--- config.mk ---
export PLATFORM = sky130hd
export DESIGN_NAME = gpr_dump_port
export DESIGN_NICKNAME = d
export VERILOG_FILES = /design/src/rtl/gpr_dump_port.sv
export SDC_FILE = /design/constraint.sdc
export NUM_CORES = 1
export LEC_CHECK = 0
export BUFFER_PORTS_ARGS = -buffer_cell sky130_fd_sc_hd__buf_4
export CAP_MARGIN = 20
export CELL_PAD_IN_SITES_DETAIL_PLACEMENT = 0
export CELL_PAD_IN_SITES_GLOBAL_PLACEMENT = 1
export CORE_MARGIN = 5
export CORE_UTILIZATION = 29
export DETAILED_ROUTE_END_ITERATION = 12
export PLACE_DENSITY = 0.79
export SYNTH_ARGS = -nofsm -noshare
export SYNTH_HDL_FRONTEND = slang
export SYNTH_SLANG_ARGS = --single-unit
--- constraint.sdc ---
create_clock -name clk_i -period 1.8 [get_ports clk_i]
set_input_delay 0.09 -clock clk_i [delete_from_list [all_inputs] [get_ports clk_i]]
set_output_delay 0.09 -clock clk_i [all_outputs]
set_load 0.03 [all_outputs]
--- src/rtl/gpr_dump_port.sv ---
// Debug-path register-file access initiator: dumps all eight GPRs over a valid/ready stream
// and performs single 8/16-bit GPR writes while the core grants register-file access.
module gpr_dump_port (
  input  logic        clk_i,
  input  logic        rst_ni,
  input  logic        dump_start_i,
  input  logic        wr_req_i,
  input  logic [2:0]  wr_sel_i,
  input  logic [15:0] wr_val_i,
  input  logic        wr_is_8_bit_i,
  output logic        wr_ack_o,
  output logic        busy_o,
  output logic        rf_req_o,
  input  logic        rf_grant_i,
  output logic [2:0]  rf_rd_sel_o,
  input  logic [15:0] rf_rd_val_i,
  output logic [2:0]  rf_wr_sel_o,
  output logic [15:0] rf_wr_val_o,
  output logic        rf_wr_en_o,
  output logic        rf_is_8_bit_o,
  output logic        out_valid_o,
  input  logic        out_ready_i,
  output logic [15:0] out_data_o,
  output logic [2:0]  out_idx_o,
  output logic        out_last_o
);

  typedef enum logic [2:0] {StIdle, StArb, StWrite, StIssue, StCapture, StSend} state_e;

  state_e      state_q, state_d;
  logic        kind_wr_q, kind_wr_d;
  logic [2:0]  idx_q, idx_d;
  logic        pend_q, pend_d;
  logic [15:0] data_q, data_d;
  logic        pend_set;

  always_ff @(posedge clk_i or negedge rst_ni) begin
    if (!rst_ni) begin
      state_q   <= StIdle;
      kind_wr_q <= 1'b0;
      idx_q     <= 3'd0;
      pend_q    <= 1'b0;
      data_q    <= 16'd0;
    end else begin
      state_q   <= state_d;
      kind_wr_q <= kind_wr_d;
      idx_q     <= idx_d;
      pend_q    <= pend_d;
      data_q    <= data_d;
    end
  end

  always_comb begin
    state_d   = state_q;
    kind_wr_d = kind_wr_q;
    idx_d     = idx_q;
    data_d    = data_q;

    // A dump request is remembered only if it cannot start now and no dump is running.
    pend_set = dump_start_i && ((state_q == StIdle) ? wr_req_i : kind_wr_q);
    pend_d   = pend_q | pend_set;

    wr_ack_o      = 1'b0;
    rf_rd_sel_o   = 3'd0;
    rf_wr_sel_o   = 3'd0;
    rf_wr_val_o   = 16'd0;
    rf_wr_en_o    = 1'b0;
    rf_is_8_bit_o = 1'b0;
    out_valid_o   = 1'b0;
    out_last_o    = 1'b0;
    rf_req_o      = (state_q != StIdle);
    busy_o        = (state_q != StIdle);
    out_idx_o     = idx_q;
    out_data_o    = data_q;

    unique case (state_q)
      StIdle: begin
        if (wr_req_i) begin
          state_d   = StArb;
          kind_wr_d = 1'b1;
        end else if (dump_start_i || pend_q) begin
          state_d   = StArb;
          kind_wr_d = 1'b0;
          idx_d     = 3'd0;
          pend_d    = 1'b0;
        end
      end
      StArb: begin
        if (rf_grant_i) state_d = kind_wr_q ? StWrite : StIssue;
      end
      StWrite: begin
        wr_ack_o      = 1'b1;
        rf_wr_en_o    = 1'b1;
        rf_wr_sel_o   = wr_sel_i;
        rf_wr_val_o   = wr_val_i;
        rf_is_8_bit_o = wr_is_8_bit_i;
        if (pend_d) begin
          state_d   = StArb;
          kind_wr_d = 1'b0;
          idx_d     = 3'd0;
          pend_d    = 1'b0;
        end else begin
          state_d = StIdle;
        end
      end
      StIssue: begin
        rf_rd_sel_o = idx_q;
        if (rf_grant_i) state_d = StCapture;
      end
      StCapture: begin
        // Read data is registered in the core, so it is valid here even if grant dropped.
        data_d  = rf_rd_val_i;
        state_d = StSend;
      end
      StSend: begin
        out_valid_o = 1'b1;
        out_last_o  = (idx_q == 3'd7);
        if (out_ready_i) begin
          if (idx_q == 3'd7) begin
            state_d = StIdle;
          end else begin
            idx_d   = idx_q + 3'd1;
            state_d = StIssue;
          end
        end
      end
      default: state_d = StIdle;
    endcase
  end

endmodule

Word-level counts from Yosys, hierarchy flattened
Cells that the tools add are included.
Cells by class
  reduce and logical (&&, ||, !) cells: 9
  bitwise operators: 1
  divide/modulo/power cells: 0
  equal/unequal tests: 14
  $lt $le $gt $ge: 0
  muxes and demuxes: 30
  shift operators: 0
  add/subtract/negate cells: 1
  $mul: 0
Operators with widths (number)
  2-to-1 mux 3 bit: 12
  one-hot mux 3 bit (6 select lines): 1
  2-to-1 mux 16 bit: 1
  2-to-1 mux 1 bit: 12
  != test 2 bit (second input constant): 6
  == test 3 bit (second input constant): 3
  one-hot mux 3 bit (3 select lines): 1
  == test 3 x 2 -> 1 bit (second input constant): 2
  AND reduction 6 bit: 1
  nonzero test 3 bit: 2
  one-hot mux 1 bit (2 select lines): 2
  AND reduction 4 bit: 1
  adder 3 x 1 -> 3 bit (second input constant): 1
  == test 3 x 1 -> 1 bit (second input constant): 1
  logical NOT 3 bit: 1
  != test 3 x 2 -> 1 bit (second input constant): 1
  AND reduction 3 bit: 1
  2-to-1 mux 2 bit: 1
  != test 2 x 1 -> 1 bit (second input constant): 1
  nonzero test 2 bit: 1
  logical AND 1 bit: 1
  logical OR 1 bit: 1
  bitwise OR 1 bit: 1
Word-level totals
  output and inout bits: 48
  RAM bits: 0
  word-level logic and storage cells: 60
  bits in read-only memories: 0
  memories kept: 0
  register bits after elaboration: 24
  bits in latches: 0
  input port bits: 42

Depth between registers and ports, before layout
Gate-level depths: netlist of the first run.
  depth in word-level cells: 7
  gate-level depth with buffers: 6
  gate-level depth less buffers: 6

Worst setup path before layout of the first run
No wires, ideal clock.
  path type: reg-to-reg
  from: register idx_q[0], in the netlist out_idx_o[0]
  to: register state_q[0]
  setup time: 0.094 ns
  required time: 1.706 ns
  buffers on the path: 0
  cell stages (with the launch flop): 7
  setup slack: 0.097 ns
  period minus slack after synthesis: 1.703 ns
  arrival time: 1.609 ns
  cell sequence: dfrtp_1 ha_1 ha_1 mux2_1 a21oi_1 nor3_1 a221oi_2
On the way
  cells in the longest elaborated chain, start to end: 4
RTL lines
  start, declared: RTL line 32  | logic [2:0] idx_q, idx_d;
  start signal, assigned: RTL line 47  | idx_q <= idx_d;
  == test 3 bit: RTL line 119  | if (idx_q == 3'd7) begin
  2-to-1 mux 2 bit: RTL line 119
  2-to-1 mux 3 bit: RTL line 118  | if (out_ready_i) begin
  one-hot mux 3 bit (6 select lines): RTL line 76  | unique case (state_q)
  end signal, assigned: RTL line 39  | state_q <= StIdle;
  end signal, assigned: RTL line 45  | state_q <= state_d;
  end, declared: RTL line 30  | state_e state_q, state_d;
No other way between the ends. The select of a mux whose other input is x is not followed.
A chain may end at the register's enable or synchronous reset.

Worst setup path in the final report of the first run
Ends and elaborated chain as after synthesis.

==> flow_summary.yaml, run 1 <==
outcome:
  outcome: "completed"
critical_path:
  worstSetupStartpointType: "flop"
  crit_fanout: 4
  arrival_ns: 1.82
  critical_path_required_ns: 1.98
  path_class: "reg -> reg"
  r2r_cells: 6
  crit-reg2reg-launch: "out_idx_o[0]"
  critical_path.startpoint: "out_idx_o[0]"
  rr_endpoint: "state_q[0]"
  cp-end-kind: "flop"
  reg2reg_slack_ns: 0.16
clocking:
  cts_buffer_depth: 2
  cts_tree: "built"
  cts_made_buffers: 3
  clkSinkCount: 24
  root_buffer: "clkbuf_8"
  clk_pin_slew_worst_paths_ns: 0.09
  htree_levels: 1
  postCtsSetupBuffers: 0
  clock_latency_ns: 0.27
placed_design:
  hpwl_microns: 2637
  gp_congestion: 0.7494
  io_buffer_count: 89
synth:
  ys_top_cells_by_count: "and2_1, dfrtp_1, mux2_2"
  syn_nets: 157
  syn_inst: 113
  yosysUniqueCellTypes: 36
  synth_area_sq_mm: 0.001318
  synth_seq_cells: 24
  synthTopCellsByArea: "dfrtp_1, mux2_2, and2_1, buf_4, ha_1"
  async_flop_share_pct: 100.0
  ys_warn_count: 0
  synth-edff-count: 0
  synth_top_area_share_pct: 45.58
  ys.flop_type: "dfrtp_1"
  synth_largest_area_cell: "dfrtp_1"
  syn_area_per_cell_sq_um: 11.66
  seq_area_frac_synth_pct: 45.58
floorplan:
  start_util_pct: 30.05
  core_area_sq_mm: 0.004384
  rows: 24
  die_w_microns: 77.40
  die_area_sq_mm: 0.005991
  io-pin-count: 90
  die_h_microns: 77.40
sta:
  slew_viol_final: 0
  worst_pin_slew_ns: 0.3639
  max_freq_mhz: 610.6
  min_period_ns: 1.638
  rsz0062_at_grt: "no"
  period_share_pct: 90.98
  finClkSkew_ns: 0.004609
  setup_violations: 0
  finalHoldViolCount: 0
  relSlewSlack_pct: 75.74
  tns_ns: 0
global_route:
  first_global_vias: 1254
  grt_pass1_wl_microns: 5540
  grt_max_degree: 25
  track_usage_pct: 11.01
  grt_remaining_overflow: 0
  antenna_found_initial: 0
routing:
  vias: 1172
  wirelength_microns: 3271
  drt_iter0_markers: 29
  ant_nets: 0
  first_pass_iters: 4
  routedWlPerCell_microns: 12.93
  viasPerCell: 4.632
  drc: 0
power:
  power_density_mw_per_mm2: 1596
  vdd_drop_max_mv: 0.4767
  p_leak_nw: 1.058
finish:
  num-nets-final: 246
  drive_gt1_share_pct: 61.69
  antennaDiodeCount: 0
  syn_to_final_growth_pct: 59.45
  utilization_pct: 47.92
flow_run:
  cap_violations: 0
hold_path:
  holdPathEnd: "out_data_o[11]"
  hold_path_class: "in -> reg"
  worstHoldPathCells: 2
  worstHoldStart: "rf_rd_val_i[11]"
==> layout by cell type (no fill, tap or decap), drive strengths merged, types with 3 or more instances in the layout <==
cell,netlist,final
nor3b,3,3
clkbuf,1,3
mux2,18,18
a21oi,3,3
dfrtp,24,24
nor2,4,4
nand2b,3,3
buf,7,91
o21ai,3,3
and2,25,25
inv,3,3
==> stage by stage <==
| stage | instances | total power, W | area, sq um | setup slack [ns] | hold WS [ns] |
|---|---|---|---|---|---|
| 4_1_cts | 253 | 0.003395 | 2098 | 0.07431 | 0.02829 |
| 3_3_place_gp | 248 | 0.002898 | 2017 | 0.2019 | 0.01225 |
| 6_report | 253 | 0.003352 | 2101 | 0.1623 | 0.03280 |
| 2_1_floorplan | 113 | 0.002269 | 1318 | 0.09677 | -0.2056 |
| 5_1_grt | 253 | 0.003568 | 2101 | 0.03950 | 0.03359 |
| 3_5_place_dp | 248 | 0.002913 | 2017 | 0.1675 | 0.01177 |
==> cells by family (layout without fill, tap and decap cells) <==
kind of cell	after synthesis	count (layout)	share of synthesized area [%]
AOI/OAI and AO/OA	14	14	8.452
and+or+nand+nor	43	43	22.22
DFF	24	24	45.58
buffers and inverters	11	99	5.507
adders and majority gates	2	2	1.899
muxes	18	18	15.67
xor gates and xnor gates	1	1	0.6649
==> how the worst max path moves through the flow <==
stage | slack (ns) | to
floorplan | 0.1 | state_q[0]
global placement | 0.20 | state_q[0]
detailed placement | 0.17 | state_q[0]
CTS | 0.07 | rf_wr_val_o[14]
global route | 0.04 | state_q[0]
finish | 0.16 | state_q[0]
==> where the power goes <==
part           switching (W)  internal, W
logic                0.00102     0.000838
registers           0.000222     0.000795
clock network       0.000176     0.000298
total                0.00142      0.00193
==> repair_timing <==
action	4_1_cts	5_1_grt
gates resized for setup	0	2
hold endpoints to repair	24	0
setup endpoints to repair	0	20
hold buffers	1	0
==> flip-flops by register name, summed over array words and instances, names as in the netlist <==
signal	cells
kind_wr_q	1
out_data_o	16
out_idx_o	3
pend_q	1
state_q	3
==> critical path: stages, from the launching register on <==
cell	delay, ns
dfrtp_1	0.42
ha_1	0.21
ha_1	0.24
mux2_1	0.31
a21oi_1	0.14
nor3_1	0.06
a221oi_2	0.16
==> metal layers <==
metal,up-vias,routed length [microns],GRT usage [%]
li1,565,-,-
met1,529,1387,13.48
met2,75,1445,17.68
met3,3,399,4.398
met4,0,39,3.608
met5,-,0,0
==> area by class of cell <==
cell class / count / area (sq um)
clock buffers: 3 / 41.29
clock inverters: 1 / 30.03
fillers: 416 / 2283
inverters: 3 / 11.26
multi-input cells: 78 / 644.4
flip-flops and latches: 24 / 603.1
well taps: 52 / 65.06
repair buffers: 92 / 705.7
No activity file was read; power rests on OpenSTA's default activity.
==> inputs of run 2 (changes only) <==
CORE_ASPECT_RATIO = 0.75   (was not set)
==> run 2 against run 1 <==
Effect of this change: die area increased by 0.24%; worst setup slack lost 0.037 ns; routed wire length increased by 1.8%; fmax is 2.2% lower; highest routed layer unchanged.
==> flow_summary.yaml, run 2 (synthesized netlist as in run 1, its figures left out) <==
finish:
  drive_gt1_share_pct: 62.07
  final_common_cell: "buf_4"
  final_cell_mix: "buf_4, and2_1, dfrtp_1"
  antennaDiodeCount: 0
  largest_reg_flops: 16
  fin_cells: 260
  num-nets-final: 249
  fillCellCount: 435
  syn_to_final_growth_pct: 59.45
routing:
  drc: 0
  first_pass_iters: 4
  ant_nets: 0
  routedWlPerCell_microns: 12.81
  viasPerCell: 4.350
  wirelength_microns: 3331
  vias: 1131
  drt_iter0_markers: 36
sta:
  min_period_ns: 1.675
  setup_ws_ns: 0.1254
  setup_violations: 0
  rsz0062_at_grt: "no"
  finalHoldViolCount: 0
  relSlewSlack_pct: 74.61
  finClkSkew_ns: 0.0007530
  slew_viol_final: 0
  period_share_pct: 93.03
  worst_pin_slew_ns: 0.3809
  max_freq_mhz: 597.2
  tns_ns: 0
global_route:
  grt_use_met2_pct: 16.64
  first_global_vias: 1096
  grt_use_met1_pct: 14.38
  track_usage_pct: 10.57
  grt_max_degree: 25
  grt_pass1_wl_microns: 4988
  antenna_found_initial: 0
  use_met3_pct: 2.768
  grt_remaining_overflow: 0
  top_usage_layer: "met2"
critical_path:
  worstSetupStartpointType: "flop"
  crit_chain: "nor3b_2, buf_4, and2_1, buf_4"
  arrival_ns: 1.58
  cpMostUsedCell: "buf_4"
  critPathMaxStageDelay_ns: 0.52
  path_class: "reg -> out"
  critical_path_required_ns: 1.71
  path_buf_inv: 2
  crit_family: "flip-flops"
  slowest_stage: "dfrtp_1"
  crit_fanout: 20
  reg2reg_slack_ns: 0.19
  cp-end-kind: "output pin"
floorplan:
  rows: 21
  core_area_sq_mm: 0.004441
  die_h_microns: 68.38
  start_util_pct: 29.67
  die_w_microns: 87.83
  io-pin-count: 90
  die_area_sq_mm: 0.006005
placed_design:
  hpwl_microns: 2818
  io_buffer_count: 89
  dp_slack_ns: 0.1712
  gp_congestion: 0.7863
  dp_cells: 255
clocking:
  clock_latency_ns: 0.25
  cts_tree: "built"
  root_buffer: "clkbuf_8"
  cts_made_buffers: 3
  clk_pin_slew_worst_paths_ns: 0.07
  cts_buffer_depth: 2
  htree_levels: 1
  clkSinkCount: 24
outcome:
  outcome: "completed"
power:
  vdd_drop_max_mv: 0.7185
  p_leak_nw: 1.058
  power_density_mw_per_mm2: 1533
hold_path:
  hold_path_class: "in -> reg"
flow_run:
  cap_violations: 0
-- run 2: cell count changes in the layout (fill, tap and decap cells not counted) --
cell,previous run,this run
buf_4,90,93
dfrtp_2,2,1
bufinv_16,1,0
dfrtp_1,22,23
ha_2,0,1
ha_1,2,1
-- run 2: path summary, 6_finish.rpt --
check,depth (start not counted),endpoint,start
hold reg to reg,1,out_data_o[11],out_data_o[11]
setup / recovery,4,rf_wr_sel_o[1],state_q[0]
setup reg to reg,6,state_q[0],out_idx_o[0]
hold / removal,2,out_data_o[11],rf_rd_val_i[11]
min in group asynchronous,2,out_idx_o[1],rst_ni
max in group asynchronous,2,state_q[2],rst_ni
-- run 2: stage by stage --
step	total power, W	util, %	instance area, sq um	hold slack, ns
2_1_floorplan	0.002269	-	1318	-0.2056
3_3_place_gp	0.002930	45.90	2038	0.01025
3_5_place_dp	0.002952	45.90	2038	0.004963
4_1_cts	0.003258	47.06	2090	0.05029
5_1_grt	0.003428	47.31	2101	0.05106
6_report	0.003220	47.31	2101	0.05360
-- run 2: what timing repair did --
action | CTS | global route
resized for setup | 0 | 2
hold endpoints to repair | 24 | 0
endpoints found under the setup margin | 0 | 19
setup buffers | 0 | 1
hold buffers | 1 | 0
-- run 2: layer usage --
layer  vias up  wire length [microns]
met4         0                     33
met2        41                   1590
li1        569                      -
met1       519                   1454
met3         2                    252
met5         -                      0
-- run 2: final cells by class --
type | instances | area (sq um) | area share (%)
timing repair buffer | 95 | 728.2 | 34.66
multi-input combinational | 78 | 646.9 | 30.79
sequential | 24 | 601.8 | 28.65
tap | 57 | 71.32 | 3.395
clock buffer | 3 | 41.29 | 1.965
inverter | 3 | 11.26 | 0.5360
-- run 2: power by group --
part	switching, W	internal, W	total [W]
clock network	0.000143	0.000149	0.000292
logic	0.00105	0.000865	0.00191
registers	0.000220	0.000794	0.00101
total	0.00141	0.00181	0.00322
